$ cat config.mk
export PLATFORM = sky130hd
export DESIGN_NAME = seq_sort_proc
export DESIGN_NICKNAME = d
export VERILOG_FILES = /design/src/rtl/seq_sort_proc.sv
export SDC_FILE = /design/constraint.sdc
export NUM_CORES = 1
export LEC_CHECK = 0
export ABC_AREA = 1
export CELL_PAD_IN_SITES_DETAIL_PLACEMENT = 1
export CELL_PAD_IN_SITES_GLOBAL_PLACEMENT = 1
export CORE_MARGIN = 2
export CORE_UTILIZATION = 40
export CTS_CLUSTER_SIZE = 10
export DETAILED_ROUTE_END_ITERATION = 12
export PLACE_DENSITY_LB_ADDON = 0.1
export SYNTH_ARGS = -nofsm -noshare
export SYNTH_HDL_FRONTEND = slang
export SYNTH_SLANG_ARGS = --single-unit
$ cat constraint.sdc
create_clock -name clk -period 11.1 [get_ports clk]
set_input_delay 1.11 -clock clk [delete_from_list [all_inputs] [get_ports clk]]
set_output_delay 1.11 -clock clk [all_outputs]
set_load 0.005 [all_outputs]
$ cat src/rtl/seq_sort_proc.sv
// Packet processor: captures NUM signed samples, optionally negates, prefix-sums and
// odd-even sorts them, then streams NUM results with a fixed latency for every mode.
module seq_sort_proc #(
  parameter int DATA_W = 9,
  parameter int NUM    = 6
) (
  input  logic              clk,
  input  logic              rst_n,
  input  logic              cg_en,
  input  logic              in_valid,
  input  logic [DATA_W-1:0] in_data,
  input  logic [2:0]        in_mode,
  output logic              out_valid,
  output logic [DATA_W-1:0] out_data
);

  localparam int CNT_W = $clog2(NUM + 1);
  localparam logic [CNT_W-1:0] CNT_LAST = CNT_W'(NUM - 1);
  localparam logic [CNT_W-1:0] CNT_NUM  = CNT_W'(NUM);
  localparam logic [DATA_W-1:0] S_MAX = {1'b0, {(DATA_W-1){1'b1}}};
  localparam logic [DATA_W-1:0] S_MIN = {1'b1, {(DATA_W-1){1'b0}}};

  typedef enum logic [2:0] {S_IDLE, S_IN, S_PRE, S_SORT, S_OUT} state_t;

  state_t             state_q;
  logic [CNT_W-1:0]   cnt_q;
  logic [2:0]         mode_q;
  logic [DATA_W-1:0]  arr_q [NUM];
  logic [DATA_W-1:0]  arr_d [NUM];
  logic               arr_en;
  logic               out_valid_q;
  logic [DATA_W-1:0]  out_data_q;

  assign out_valid = out_valid_q;
  assign out_data  = out_data_q;

  function automatic logic [DATA_W-1:0] sat_neg(input logic [DATA_W-1:0] x);
    return (x == S_MIN) ? S_MAX : -x;
  endfunction

  // One extra bit holds the exact sum; disagreeing top bits mean overflow.
  function automatic logic [DATA_W-1:0] sat_add(input logic [DATA_W-1:0] a,
                                                input logic [DATA_W-1:0] b);
    logic [DATA_W:0] s;
    s = {a[DATA_W-1], a} + {b[DATA_W-1], b};
    if (s[DATA_W] != s[DATA_W-1]) return s[DATA_W] ? S_MIN : S_MAX;
    return s[DATA_W-1:0];
  endfunction

  // Next contents of the sample array for the current state.
  always_comb begin
    // NOTE: every variable gets a default first so no path leaves it unassigned,
    // which would otherwise infer a latch.
    arr_d = arr_q;
    unique case (state_q)
      S_IDLE: if (in_valid) arr_d[0] = in_mode[0] ? sat_neg(in_data) : in_data;
      S_IN:   if (in_valid) arr_d[cnt_q] = mode_q[0] ? sat_neg(in_data) : in_data;
      S_PRE: begin
        if (mode_q[1]) begin
          for (int k = 1; k < NUM; k++) arr_d[k] = sat_add(arr_d[k-1], arr_q[k]);
        end
      end
      S_SORT: begin
        if (mode_q[2]) begin
          for (int i = 0; i < NUM - 1; i++) begin
            if (i[0] == cnt_q[0] && $signed(arr_q[i]) > $signed(arr_q[i+1])) begin
              arr_d[i]   = arr_q[i+1];
              arr_d[i+1] = arr_q[i];
            end
          end
        end
      end
      default: ;
    endcase
  end

  // Enable feeding the array clock gate; a free-running array when cg_en is low.
  assign arr_en = !cg_en
                || (state_q == S_IN) || (state_q == S_PRE) || (state_q == S_SORT)
                || (state_q == S_IDLE && in_valid);

  always_ff @(posedge clk or negedge rst_n) begin
    if (!rst_n) begin
      // NOTE: the array is a handful of flops, not a RAM, so clearing it on reset is cheap.
      for (int k = 0; k < NUM; k++) arr_q[k] <= '0;
    end else if (arr_en) begin
      arr_q <= arr_d;
    end
  end

  always_ff @(posedge clk or negedge rst_n) begin
    if (!rst_n) begin
      // NOTE: sequential state uses non-blocking assignment so every flop samples
      // values from before the edge, independent of statement order.
      state_q     <= S_IDLE;
      cnt_q       <= '0;
      mode_q      <= '0;
      out_valid_q <= 1'b0;
      out_data_q  <= '0;
    end else begin
      unique case (state_q)
        S_IDLE: begin
          out_valid_q <= 1'b0;
          out_data_q  <= '0;
          if (in_valid) begin
            mode_q  <= in_mode;
            cnt_q   <= CNT_W'(1);
            state_q <= S_IN;
          end
        end
        S_IN: begin
          if (!in_valid) begin
            cnt_q   <= '0;
            state_q <= S_IDLE;
          end else if (cnt_q == CNT_LAST) begin
            cnt_q   <= '0;
            state_q <= S_PRE;
          end else begin
            cnt_q <= cnt_q + 1'b1;
          end
        end
        S_PRE: begin
          cnt_q   <= '0;
          state_q <= S_SORT;
        end
        S_SORT: begin
          if (cnt_q == CNT_LAST) begin
            out_valid_q <= 1'b1;
            out_data_q  <= arr_d[0];
            cnt_q       <= CNT_W'(1);
            state_q     <= S_OUT;
          end else begin
            cnt_q <= cnt_q + 1'b1;
          end
        end
        S_OUT: begin
          if (cnt_q == CNT_NUM) begin
            out_valid_q <= 1'b0;
            out_data_q  <= '0;
            cnt_q       <= '0;
            state_q     <= S_IDLE;
          end else begin
            out_data_q <= arr_q[cnt_q];
            cnt_q      <= cnt_q + 1'b1;
          end
        end
        default: state_q <= S_IDLE;
      endcase
    end
  end

endmodule

==> summary.md <==
| Metric | Value |
|---|---|
| XOR/XNOR Fraction of Synth Area | 2.70% |
| Antenna violations before repair | 0 |
| CP max-delay cell | dfrtp_1 |
| Via count | 11,266 |
| Num rows | 58 |
| Total GRT Usage | 30.9% |
| Global route hottest layer | met2 |
| DR pass1 iterations | 4 |
| Clock transition at the registers of the reported paths | ~0.07 ns |
| RSZ-0062 raised after global routing | false |
| Seq cells post-synth | 73 |
| Seq/Total Area, Yosys | about 18% |
| Mux share of post-synthesis cell area | 0.112% |
| Synth Flop Type | dfrtp_1 |
| Synth async-reset ratio | 100% |
| Synth Instances | 1,639 |
| Main combinational cell family by area after synthesis | simple AND/OR/NAND/NOR gates |
| Distinct cell type count after synthesis | 53 |
| Crit path capture type | flop |
| Worst-Margin Slew | around 1.2 ns |
| Global route overflow | 0 |
| Final Hold Vio Count | 0 |
| CTS Buf Count | 9 |
| TritonCTS clock tree | done |
| Final core utilization | roughly 43% |
| Post-CTS sizing | 0 |
| Synth Area in Simple Gates | between 40 and 50% |
| Post-synth top area cell | nand2_1 |
| Starting Density | between 40% and 50% |
| CTS H-tree depth | 3 |
| Synth Area in Compound Gates | between 15 and 20% |
| Final setup viols | 0 |
| Max-slew violation count | 0 |
| Top cell type's share of synthesized area | 20.0% |
| Syn Std Cell Area | 10,100 µm² |
| Cts hold-fix bufs | 0 |
| Met1 Use GR | between 30% and 40% |
| Critical path's most frequent cell | nand2_1 |
| Largest net degree at the start of global routing | 74 |
| Post-Synth Adder-Cell Area | 12.6% |
| Sink Count | 73 |
| Max-cap viol count | 0 |
| Status | finished clean |
| Net Count, Synth | 1,753 |
| Share of cells above drive strength 1 | 6.34% |
| EDFF count, synth | 0 |
| Core area | 25,000 µm² |
| Hpwl dp | 31,200 µm |
| Die ar. | 26,500 µm² |
| Worst path max stage delay | 0.48 ns |
| Post-route clock period utilization | between 90% and 100% |
| Post-route cell area | 10,800 µm² |
| Slew margin rel. | 20.2% |
| Vias in the first global route | 11,381 |
| Antenna-violating nets left | 0 |
| Gpl congestion | 0.899 |
| Mean Syn Cell Area | 6.14 µm² |
| Final Net Count | 1,749 |
| Area Growth Syn to Fin | 7.58% |
| Met2 Use GR | 53.2% |
| Required time of the critical path | 11.41 ns |
| PortBufs | 24 |
| CP Max Fanout | 14 |
| Skew final | 0.0117 ns |
| Min cycle time layout | 10.0 ns |
| Most frequent cells in the layout | 537 x nand2_1, 174 x inv_1, 148 x nand3_1 |
| Startpoint Class | flop |
| Ys Warns | 0 |
| WL/cell | roughly 20 µm |
| Drc violations | 0 |
| Max Freq | 100 MHz |
| I/O pin cnt | 26 |
| Area post-placement | 10,500 µm² |
| Vias per cell | roughly 5.7 |
| Starting DRT DRC Count | 665 |
| Die H | 163 µm |
| Worst path arrival time | about 10 ns |
| Maximum root-to-sink buffer count | 2 |
| Die extent in x | 163 µm |
| GRT met3 Usage | 3.85% |
| Final wirelength | 40,500 µm |
| Most common cell after layout, fill and taps aside | nand2_1 |
| Synth area leaders | nand2_1 20%, dfrtp_1 18%, ha_1 12% |
| Root buffer cell | clkbuf_16 |
| Clock Latency Late Sink | around 0.36 ns |
| Tightest Hold Check Type | flop to flop |
| First-pass GRT wire length | 63,000 µm |
| Crit Path Class | flop to flop |
| Setup TNS | 0 ns |
[per-stage QoR]
stage          instances  hold slack, ns  setup slack (ns)
2_1_floorplan       1639           0.444              2.91
3_3_place_gp        1950           0.465              1.20
3_5_place_dp        1950           0.465             0.900
4_1_cts             1966           0.485             0.868
5_1_grt             1970           0.521             0.160
6_report            1971           0.481              1.10
[state kept, by name, indices dropped and copies added, names as in the netlist]
| register | count |
|---|---|
| state_q | 3 |
| mode_q | 3 |
| out_valid | 1 |
| out_data | 9 |
| arr_q | 54 |
| cnt_q | 3 |
[area by class of cell]
cell class | instances | area [µm²]
antenna | 1 | 2.50
inverter | 196 | 738
clock inverter | 7 | 83.8
multi-input combinational | 1321 | 7230
timing repair buffer | 34 | 313
sequential | 73 | 1830
fill | 3423 | 14100
clock buffer | 9 | 225
tap | 330 | 413
[worst paths after layout]
kind                                                 to                     from  slack (ns)  depth (start not counted)
worst max-delay path               arr_q[7]$_DFFE_PN0P_    arr_q[42]$_DFFE_PN0P_        1.10                         54
worst min-delay path            out_data[0]$_DFFE_PN0P_  out_data[0]$_DFFE_PN0P_        0.48                          2
worst max register to register     arr_q[7]$_DFFE_PN0P_    arr_q[42]$_DFFE_PN0P_        1.10                         54
worst min register to register  out_data[0]$_DFFE_PN0P_  out_data[0]$_DFFE_PN0P_        0.48                          2
max in group asynchronous       out_data[8]$_DFFE_PN0P_                    rst_n        9.49                          1
min in group asynchronous         arr_q[39]$_DFFE_PN0P_                    rst_n        0.91                          1
[worst max-delay path: cells and delay by family (launching register included)]
kind                     cells  cell delay (ns)
AO/OA/AOI/OAI                7             1.49
adder cells (fa/ha/maj)      9             3.05
buffers and inverters        6             0.77
flip-flops                   1             0.48
AND/OR/NAND/NOR             32             4.17
[layer usage]
metal	vias to the layer above	share of wire, %
li1	5435	-
met5	-	0
met4	0	3.7
met3	80	4.0
met1	5510	44
met2	241	48
[cell families (layout without fill, tap and decap cells)]
logic type	count (synthesis)	count (layout)
AOI/OAI and AO/OA	269	269
xor gates and xnor gates	31	31
adders and majority gates	98	98
buffers and inverters	245	246
DFF	73	73
muxes	1	1
other	0	1
and+or+nand+nor	922	922
[synthesized netlist by cell type (5+ instances only)]
| cell type | count |
|---|---|
| a21o_1 | 5 |
| a21oi_1 | 85 |
| a21oi_2 | 11 |
| a22oi_1 | 5 |
| buf_2 | 17 |
| buf_4 | 6 |
| buf_6 | 5 |
| clkbuf_1 | 17 |
| dfrtp_1 | 73 |
| fa_1 | 5 |
| ha_1 | 93 |
| inv_1 | 174 |
| inv_2 | 19 |
| nand2_1 | 537 |
| nand2_2 | 10 |
| nand3_1 | 148 |
| nand3_4 | 5 |
| nand3b_1 | 9 |
| nand4_1 | 57 |
| nor2_1 | 116 |
| nor3_1 | 17 |
| o211ai_1 | 28 |
| o21ai_0 | 87 |
| o21ai_1 | 10 |
| o21ai_2 | 6 |
| o21bai_1 | 6 |
| o22ai_1 | 7 |
| o41ai_1 | 7 |
| or2_2 | 5 |
| xnor2_1 | 9 |
| xor2_1 | 22 |
[what timing repair did]
item                       4_1_cts  5_1_grt
setup buffers                    0        4
setup endpoints to repair        0        5
hold endpoints to repair         0        0
Power is not shown: default switching activity piles up to over one toggle a cycle in this logic, so the estimate is an artifact.
